`config.mk`:
```
export PLATFORM = sky130hd
export DESIGN_NAME = multi_channel_timer_flat
export DESIGN_NICKNAME = d
export VERILOG_FILES = /design/src/rtl/multi_channel_timer_if.sv /design/src/rtl/multi_channel_timer.sv /design/src/flat_wrapper.sv
export SDC_FILE = /design/constraint.sdc
export NUM_CORES = 2
export LEC_CHECK = 0
export ABC_AREA = 0
export CORE_MARGIN = 8
export CORE_UTILIZATION = 56
export CTS_CLUSTER_DIAMETER = 80
export CTS_CLUSTER_SIZE = 14
export DETAILED_ROUTE_END_ITERATION = 8
export PLACE_DENSITY = 0.8
export SYNTH_ARGS = -nofsm -noshare
export SYNTH_HDL_FRONTEND = slang
export SYNTH_SLANG_ARGS = --single-unit
```
`constraint.sdc`:
```
create_clock -name divided_clk -period 7.35 [get_ports divided_clk]
set_clock_uncertainty 0.1 [all_clocks]
set_input_delay 1.8375 -clock divided_clk [delete_from_list [all_inputs] [get_ports divided_clk]]
set_output_delay 1.8375 -clock divided_clk [all_outputs]
set_load 0.01 [all_outputs]
```
`src/rtl/multi_channel_timer_if.sv`:
```
// Control/status bundle between multi_channel_timer and the register/interrupt fabric.
// The timer side uses the slave modport; the driving side uses master.
interface multi_channel_timer_if #(
    parameter int NUM_CH  = 4,
    parameter int WIDTH   = 32,
    parameter int PRESC_W = 8
);
    logic [2*NUM_CH-1:0]     mode_sel;
    logic [NUM_CH-1:0]       start;
    logic [NUM_CH*WIDTH-1:0] load_value;
    logic [NUM_CH*WIDTH-1:0] duty_cycle;
    logic [PRESC_W-1:0]      prescale;
    logic [NUM_CH-1:0]       irq_clr;
    logic [NUM_CH-1:0]       pwm_out;
    logic [NUM_CH-1:0]       irq;
    logic [NUM_CH-1:0]       busy;
    logic [NUM_CH*WIDTH-1:0] count_out;

    modport master (
        output mode_sel, start, load_value, duty_cycle, prescale, irq_clr,
        input  pwm_out, irq, busy, count_out
    );

    modport slave (
        input  mode_sel, start, load_value, duty_cycle, prescale, irq_clr,
        output pwm_out, irq, busy, count_out
    );
endinterface

```
`src/rtl/multi_channel_timer.sv`:
```
// NUM_CH independent HOLD/ONE-SHOT/PERIODIC/PWM timers sharing one prescale value.
// Define MULTI_CHANNEL_TIMER_STICKY_IRQ_EN to make irq sticky until irq_clr.
module multi_channel_timer #(
    parameter int NUM_CH  = 4,
    parameter int WIDTH   = 32,
    parameter int PRESC_W = 8
) (
    input  logic                  divided_clk,
    input  logic                  rst,
    multi_channel_timer_if.slave  bus
);
    typedef enum logic [1:0] {ST_IDLE, ST_RUN, ST_DONE} state_t;

    localparam logic [1:0] MODE_HOLD = 2'b00;
    localparam logic [1:0] MODE_ONE  = 2'b01;

`ifndef MULTI_CHANNEL_TIMER_STICKY_IRQ_EN
    logic unused_irq_clr;
    assign unused_irq_clr = ^bus.irq_clr;
`endif

    for (genvar i = 0; i < NUM_CH; i++) begin : g_ch
        state_t             state_q, state_d;
        logic [WIDTH-1:0]   count_q, count_d;
        logic [WIDTH-1:0]   load_q, load_d, duty_q, duty_d;
        logic [1:0]         mode_q, mode_d;
        logic [PRESC_W-1:0] presc_q, presc_d;
        logic               start_q, rise_q, pwm_q, pwm_d;
        logic               tick, term;
        logic [WIDTH-1:0]   load_in, duty_in;
        logic [1:0]         mode_in;

        assign load_in = bus.load_value[WIDTH*i +: WIDTH];
        assign duty_in = bus.duty_cycle[WIDTH*i +: WIDTH];
        assign mode_in = bus.mode_sel[2*i +: 2];

        // Terminal is suppressed when the run is being aborted by reset or start=0
        assign tick = (state_q == ST_RUN) && (presc_q == bus.prescale);
        assign term = tick && bus.start[i] && !rst && (load_q != '0)
                      && (count_q == load_q - WIDTH'(1));

        always_comb begin
            state_d = state_q;
            count_d = count_q;
            load_d  = load_q;
            duty_d  = duty_q;
            mode_d  = mode_q;
            presc_d = presc_q;
            case (state_q)
                ST_IDLE: begin
                    if (rise_q && bus.start[i] && (load_in != '0) && (mode_in != MODE_HOLD)) begin
                        state_d = ST_RUN;
                        count_d = '0;
                        presc_d = '0;
                        load_d  = load_in;
                        duty_d  = duty_in;
                        mode_d  = mode_in;
                    end
                end
                ST_RUN: begin
                    if (!bus.start[i]) begin
                        state_d = ST_IDLE;
                    end else begin
                        presc_d = tick ? '0 : presc_q + PRESC_W'(1);
                        if (term) begin
                            if (mode_q == MODE_ONE) begin
                                state_d = ST_DONE;
                            end else begin
                                // Period boundary: pick up new period/duty glitch-free
                                count_d = '0;
                                load_d  = load_in;
                                duty_d  = duty_in;
                            end
                        end else if (tick) begin
                            count_d = count_q + WIDTH'(1);
                        end
                    end
                end
                ST_DONE: begin
                    if (!bus.start[i]) state_d = ST_IDLE;
                end
                default: state_d = ST_IDLE;
            endcase
            pwm_d = (state_d == ST_RUN) && (count_d < duty_d);
        end

        always_ff @(posedge divided_clk) begin
            start_q <= bus.start[i];
            load_q  <= load_d;
            duty_q  <= duty_d;
            mode_q  <= mode_d;
        end

        always_ff @(posedge divided_clk) begin
            if (rst) begin
                state_q <= ST_IDLE;
                count_q <= '0;
                presc_q <= '0;
                rise_q  <= 1'b0;
                pwm_q   <= 1'b0;
            end else begin
                state_q <= state_d;
                count_q <= count_d;
                presc_q <= presc_d;
                rise_q  <= bus.start[i] & ~start_q;
                pwm_q   <= pwm_d;
            end
        end

`ifdef MULTI_CHANNEL_TIMER_STICKY_IRQ_EN
        logic sticky_q;
        always_ff @(posedge divided_clk) begin
            if (rst)                  sticky_q <= 1'b0;
            else if (term)            sticky_q <= 1'b1;
            else if (bus.irq_clr[i])  sticky_q <= 1'b0;
        end
        assign bus.irq[i] = sticky_q | term;
`else
        assign bus.irq[i] = term;
`endif

        assign bus.busy[i]                    = (state_q == ST_RUN);
        assign bus.pwm_out[i]                 = pwm_q;
        assign bus.count_out[WIDTH*i +: WIDTH] = count_q;
    end
endmodule
```
`src/flat_wrapper.sv`:
```
// flat-port wrapper written by rule: the top's interface ports become plain ports
module multi_channel_timer_flat 
#(
    parameter int NUM_CH  = 4,
    parameter int WIDTH   = 32,
    parameter int PRESC_W = 8
)
  (divided_clk, rst, bus_mode_sel, bus_start, bus_load_value, bus_duty_cycle, bus_prescale, bus_irq_clr, bus_pwm_out, bus_irq, bus_busy, bus_count_out);
  multi_channel_timer_if #(.NUM_CH(NUM_CH), .WIDTH(WIDTH), .PRESC_W(PRESC_W)) bus_i ();
  input  logic divided_clk;
  input  logic rst;
  input wire logic [$bits(bus_i.mode_sel)-1:0] bus_mode_sel;
  input wire logic [$bits(bus_i.start)-1:0] bus_start;
  input wire logic [$bits(bus_i.load_value)-1:0] bus_load_value;
  input wire logic [$bits(bus_i.duty_cycle)-1:0] bus_duty_cycle;
  input wire logic [$bits(bus_i.prescale)-1:0] bus_prescale;
  input wire logic [$bits(bus_i.irq_clr)-1:0] bus_irq_clr;
  output wire logic [$bits(bus_i.pwm_out)-1:0] bus_pwm_out;
  output wire logic [$bits(bus_i.irq)-1:0] bus_irq;
  output wire logic [$bits(bus_i.busy)-1:0] bus_busy;
  output wire logic [$bits(bus_i.count_out)-1:0] bus_count_out;
  assign bus_i.mode_sel = bus_mode_sel;
  assign bus_i.start = bus_start;
  assign bus_i.load_value = bus_load_value;
  assign bus_i.duty_cycle = bus_duty_cycle;
  assign bus_i.prescale = bus_prescale;
  assign bus_i.irq_clr = bus_irq_clr;
  assign bus_pwm_out = bus_i.pwm_out;
  assign bus_irq = bus_i.irq;
  assign bus_busy = bus_i.busy;
  assign bus_count_out = bus_i.count_out;
  multi_channel_timer #(.NUM_CH(NUM_CH), .WIDTH(WIDTH), .PRESC_W(PRESC_W)) u_core (.divided_clk(divided_clk), .rst(rst), .bus(bus_i));
endmodule
```
Yosys cells after proc, flatten, opt, wreduce, memory -nomap -nowiden
Index checks and enable logic that the tools add are counted.

cells by class
  equal/unequal tests = 40
  order comparisons = 4
  muxes and demuxes = 104
  reductions and logical operators = 69
  bitwise operators = 8
  add/subtract/negate cells = 12

operators with widths
  kind                                                                     count
  32-bit 2-to-1 mux                                                        52
  32-bit case mux with 2 select lines                                      12
  32-bit nonzero test                                                      8
  32-bit by 1-bit adder with 32-bit output, second input constant          4
  32-bit equality test                                                     4
  32-bit less-than comparator                                              4
  32-bit by 1-bit subtractor with 32-bit output, second input constant     4
  8-bit 2-to-1 mux                                                         12
  8-bit case mux with 2 select lines                                       4
  2-bit 2-to-1 mux                                                         20
  1-bit logical AND                                                        36
  8-bit by 1-bit adder with 8-bit output, second input constant            4
  8-bit equality test                                                      4
  2-bit by 1-bit equality test with 1-bit output, second input constant    12
  2-bit case mux with 3 select lines                                       4
  5-bit AND reduction                                                      4
  2-bit by 1-bit inequality test with 1-bit output, second input constant  8
  2-bit inequality test, second input constant                             8
  2-bit nonzero test                                                       8
  3-bit AND reduction                                                      4
  2-bit equality test, second input constant                               4
  2-bit zero test                                                          4
  2-bit AND reduction                                                      4
  1-bit bitwise AND                                                        4
  2 further kinds                                                          5

storage, ports and cells
  register bits after elaboration = 444
  input bits = 282
  word-level logic and storage cells = 273

Depth between registers and ports, before layout
  word-level depth = 11
  gate-level depth with buffers = 26

Worst setup path before layout
Ideal clock, no wire load.

  kind = input-to-reg
  start = input port bus_start[1]
  end = register u_core.g_ch[1].pwm_q
  arrival = 6.267 ns
  setup time = 0.058 ns
  slack = 0.925 ns
  stages = 24
  path through = clkbuf_8 -> nand2b_1 -> a2111oi_0 -> nand4b_1 -> or4_1 -> nor4_1 -> nor2_1 -> clkinv_1 -> buf_2 -> buf_2 -> nand2_1 -> nand2_1 -> inv_1 -> ha_1 -> a21o_1 -> a21o_1 -> a21oi_1 -> nor2b_1 -> o21ai_0 -> nand2b_1 -> a21oi_1 -> o221ai_1 -> nor4_1 -> o211a_1

between the ends
  cells in the longest elaborated chain, start to end = 9
  elaborated cells on any way between the ends = 23
  classes of those cells = order compare (1); eq/ne (1); mux (13); reduce/logical (8)

RTL lines
  item                                     line                        RTL
  from (decl)                              flat_wrapper.sv:13          input wire logic [$bits(bus_i.start)-1:0] bus_start;
  1-bit logical AND (3 in series)          multi_channel_timer.sv:39   assign term = tick && bus.start[i] && !rst && (load_q != '0)
  1-bit logical AND                        multi_channel_timer.sv:40   && (count_q == load_q - WIDTH'(1));
  32-bit 2-to-1 mux                        multi_channel_timer.sv:65   if (term) begin
  32-bit 2-to-1 mux                        multi_channel_timer.sv:61   if (!bus.start[i]) begin
  32-bit case mux with 2 select lines (*)  multi_channel_timer.sv:49   case (state_q)
  via u_core.g_ch[1].duty_d[17]            multi_channel_timer.sv:25   logic [WIDTH-1:0] load_q, load_d, duty_q, duty_d;
  32-bit less-than comparator (*)          multi_channel_timer.sv:84   pwm_d = (state_d == ST_RUN) && (count_d < duty_d);
  1-bit logical AND (*)                    multi_channel_timer.sv:84
  to (signal assigned)                     multi_channel_timer.sv:106  pwm_q <= pwm_d;
  to (decl)                                multi_channel_timer.sv:28   logic start_q, rise_q, pwm_q, pwm_d;

The timed path passes the listed nets; every way through them passes the cells marked *.
A chain may end at the register's enable or synchronous reset.

Final worst setup path
  start = input port bus_prescale[3]
  end = output port bus_irq[1]

between the ends
  cells in the longest elaborated chain, start to end = 6

RTL lines
  item                             line                       RTL
  from (decl)                      flat_wrapper.sv:16         input wire logic [$bits(bus_i.prescale)-1:0] bus_prescale;
  8-bit equality test              multi_channel_timer.sv:38  assign tick = (state_q == ST_RUN) && (presc_q == bus.prescale);
  1-bit logical AND                multi_channel_timer.sv:38
  1-bit logical AND (3 in series)  multi_channel_timer.sv:39
  1-bit logical AND                multi_channel_timer.sv:40
  to (decl)                        flat_wrapper.sv:19         output wire logic [$bits(bus_i.irq)-1:0] bus_irq;

No other way between the ends.

==> qor.yml <==
cts_root_buf: "clkbuf_16"
min_period_over_period_pct: 95.7
rsz0062_at_grt: "false"
clk_latency_ps: 580
seq_area_frac_synth_pct: 36.4
finalSetupTns_ps: 0
p_leak_nw: 13.1
dieArea_um2: 57700
p_total_mw: 5.83
synthCells: 3141
cts_resized: 0
drive_above_1_share_pct: 7.42
ys_ff_latch: 444
met3_usage_pct: 4.30
synth.distinct_cells: 111
async_flop_share_pct: 0
netlist_top_cells_area: "dfxtp_1 22%, edfxtp_1 15%, ha_1 6.2%"
crit_type: "in2out"
cts_setup_buffers: 0
overflow: 0
synth.top_cell.area_share_pct: 21.9
grt_max_degree: 52
synth_area_per_cell_um2: 8.96
max-vdd-ir-drop_uv: 221
antenna_found_initial: 4
grt_pass1_wl_um: 149000
critical-path-top-delay-family: "simple AND/OR/NAND/NOR gates"
detail_route.iter0.violations: 3011
num_io_pins: 422
hold_viol: 0
startpoint_type: "input pin"
multi_input_area_um2: 16700
ys.flop_type: "dfxtp_1"
fin_util_pct: 68.8
path_max_fanout: 4
cp_data_arrival_time_ps: 5100
dpl.hpwl_um: 75600
fin_crit_ps: 7040
nFillCells: 4004
drc_errors: 0
hold_buffers: 0
path_common_cell: "clkdlybuf4s50_1"
cap_violations: 0
cts.clk_slew.worst_paths_ps: 70
core_um2: 49900
netlist.top_cell.by_area: "dfxtp_1"
status: "completed"
place_congestion: 0.933
max_freq_ghz: 0.142
cp_data_required_time_ps: 5410
slew_violations: 0
grt_util_met1_pct: 42.5
dpl_cell_area_um2: 33100
area.sequential_um2: 10200
synth_fp_nets: 3563
worst_pin_slew_ps: 1110
cts.sinks: 444
place.detailed.instances: 4166
met2_usage_pct: 52.9
grt_pass1_vias: 26200
port_buffers: 417
area_growth_pct: 21.8
critPathMaxStageDelay_ps: 620
cts_tree: "built"
wl_per_cell_um: 22.9
synth_edf_count: 136
cts_made_buffers: 38
yosys_warnings: 0
fp.dieW_um: 240
htreeDepth: 2
instances_no_fill: 4233
path_buf_inv: 3
top_usage_layer: "met2"
final_net_count: 3956
hp-class: "reg2reg"
crit_slowest_cell: "or4b_1"
clk_path_buf_depth: 3
endpoint_kind: "output pin"
finalInstanceArea_um2: 34300
dp_slack_ps: -93.3
start_util_pct: 56.4
mostFrequentLayoutCells: "416 x clkdlybuf4s50_1, 308 x dfxtp_1, 237 x nand2_1"
viasPerCell: 6.44
syn_area_um2: 28100
hold_ws_ps: 287
totalWireLength_um: 97100
postRouteAntennaNets: 0
drtPass1Iterations: 6
layout_commonest_cell: "clkdlybuf4s50_1"
crit_chain: "clkdlybuf4s50_1 > xnor2_1 > nand3_1 > nor3_2 > nand3b_1 > or4_1 > or4b_1 > inv_1 > clkdlybuf4s50_1"
slew_headroom_pct: 25.6
num_rows: 82
power_density_nw_per_um2: 170
finalSetupViolations: 0
grt_util_all_layers_pct: 32.1
die_h_um: 240
layout_setup_ws_ps: 315
vias: 27300
worst reg2reg max path, stage by stage (launching register included):
cell and delay [ps]:
edfxtp_1 500, inv_1 150, ha_1 280, nor3b_1 220
buf_4 190, nand4_1 180, nor2_1 250, mux2_2 400
or4_1 560, or4_1 630, o21bai_4 330, buf_12 170
mux2_2 340, inv_1 90, ha_1 270, a21o_1 180
a21oi_1 150, nor2b_1 60, o21ai_0 190, nand2b_1 100
a21oi_1 160, nor2b_1 60, o21ai_0 320, o2111ai_1 290
nor3b_1 260
layer usage:
layer / vias to the layer above / part of all wire [%] / wire, um
met5: - / 0 / 0
met4: 0 / 3.8 / 3720
met3: 212 / 7.5 / 7310
met2: 1302 / 47 / 45300
met1: 13100 / 42 / 40800
li1: 12600 / - / -
worst paths after layout:
check | from | end | slack [ps] | cells after the start
max | bus_prescale[3] | bus_irq[1] | 310 | 9
min | u_core.g_ch[0].start_q | u_core.g_ch[0].rise_q | 290 | 1
max reg2reg | u_core.g_ch[3].load_q[0] | u_core.g_ch[3].pwm_q | 840 | 24
min reg2reg | u_core.g_ch[0].start_q | u_core.g_ch[0].rise_q | 290 | 1
synth_stat cells (19+ instances only):
library cell and number:
o31ai_1 23, mux2i_1 112, a31o_2 20, a21o_1 58, and3_1 77, dfxtp_1 308
a21oi_1 157, a311oi_1 22, mux2_2 44, nand2_1 237, edfxtp_1 136, a211oi_1 20
a31oi_1 92, and2_1 78, o21ai_0 122, nor2b_1 29, and4_1 28, inv_1 142
nand3_1 91, nand3b_1 21, nor4_1 93, nor3_1 89, clkbuf_1 91, nand2b_1 28
xor2_1 85, or3_1 45, nand4_1 94, or2_2 20, nor3b_1 19, ha_1 140
nor2_1 144, or4_1 35, xnor2_1 113, buf_2 24
registers in the layout, indices dropped and copies added, names as in the netlist:
register,count
u_core.g_ch.start_q,4
u_core.g_ch.presc_q,32
u_core.g_ch.mode_q,8
u_core.g_ch.load_q,128
u_core.g_ch.pwm_q,4
u_core.g_ch.state_q,8
u_core.g_ch.duty_q,128
u_core.g_ch.count_q,128
u_core.g_ch.rise_q,4
layout make-up:
cell class	instances	share of cell area [%]
Inverter	148	1.62
Antenna cell	4	0.0292
Timing Repair Buffer	498	14.1
Sequential cell	444	29.9
Clock buffer	62	3.34
Multi-Input combinational cell	2404	48.6
Tap cell	672	2.45
Clock inverter	1	0.0255
logic make-up (layout without fill, tap and decap cells):
| kind of cell | Yosys count | after routing | synth area share, % |
|---|---|---|---|
| simple gates | 1212 | 1212 | 24.2 |
| compound gates | 696 | 696 | 16.7 |
| flops | 444 | 444 | 36.4 |
| buf+inv | 293 | 709 | 4.45 |
| xor+xnor | 198 | 198 | 6.16 |
| mux | 158 | 158 | 5.82 |
| fa+ha+maj | 140 | 140 | 6.22 |
| other cells | 0 | 4 | 0 |
power by group:
part | total, mW | switching (mW) | internal (mW) | leakage [nW]
logic | 0.941 | 0.497 | 0.444 | 8.73
clock network | 2.03 | 0.962 | 1.07 | 0.558
registers | 2.86 | 0.0966 | 2.76 | 3.77
total | 5.83 | 1.55 | 4.27 | 13.1
Power figures use the tool's default switching activity.
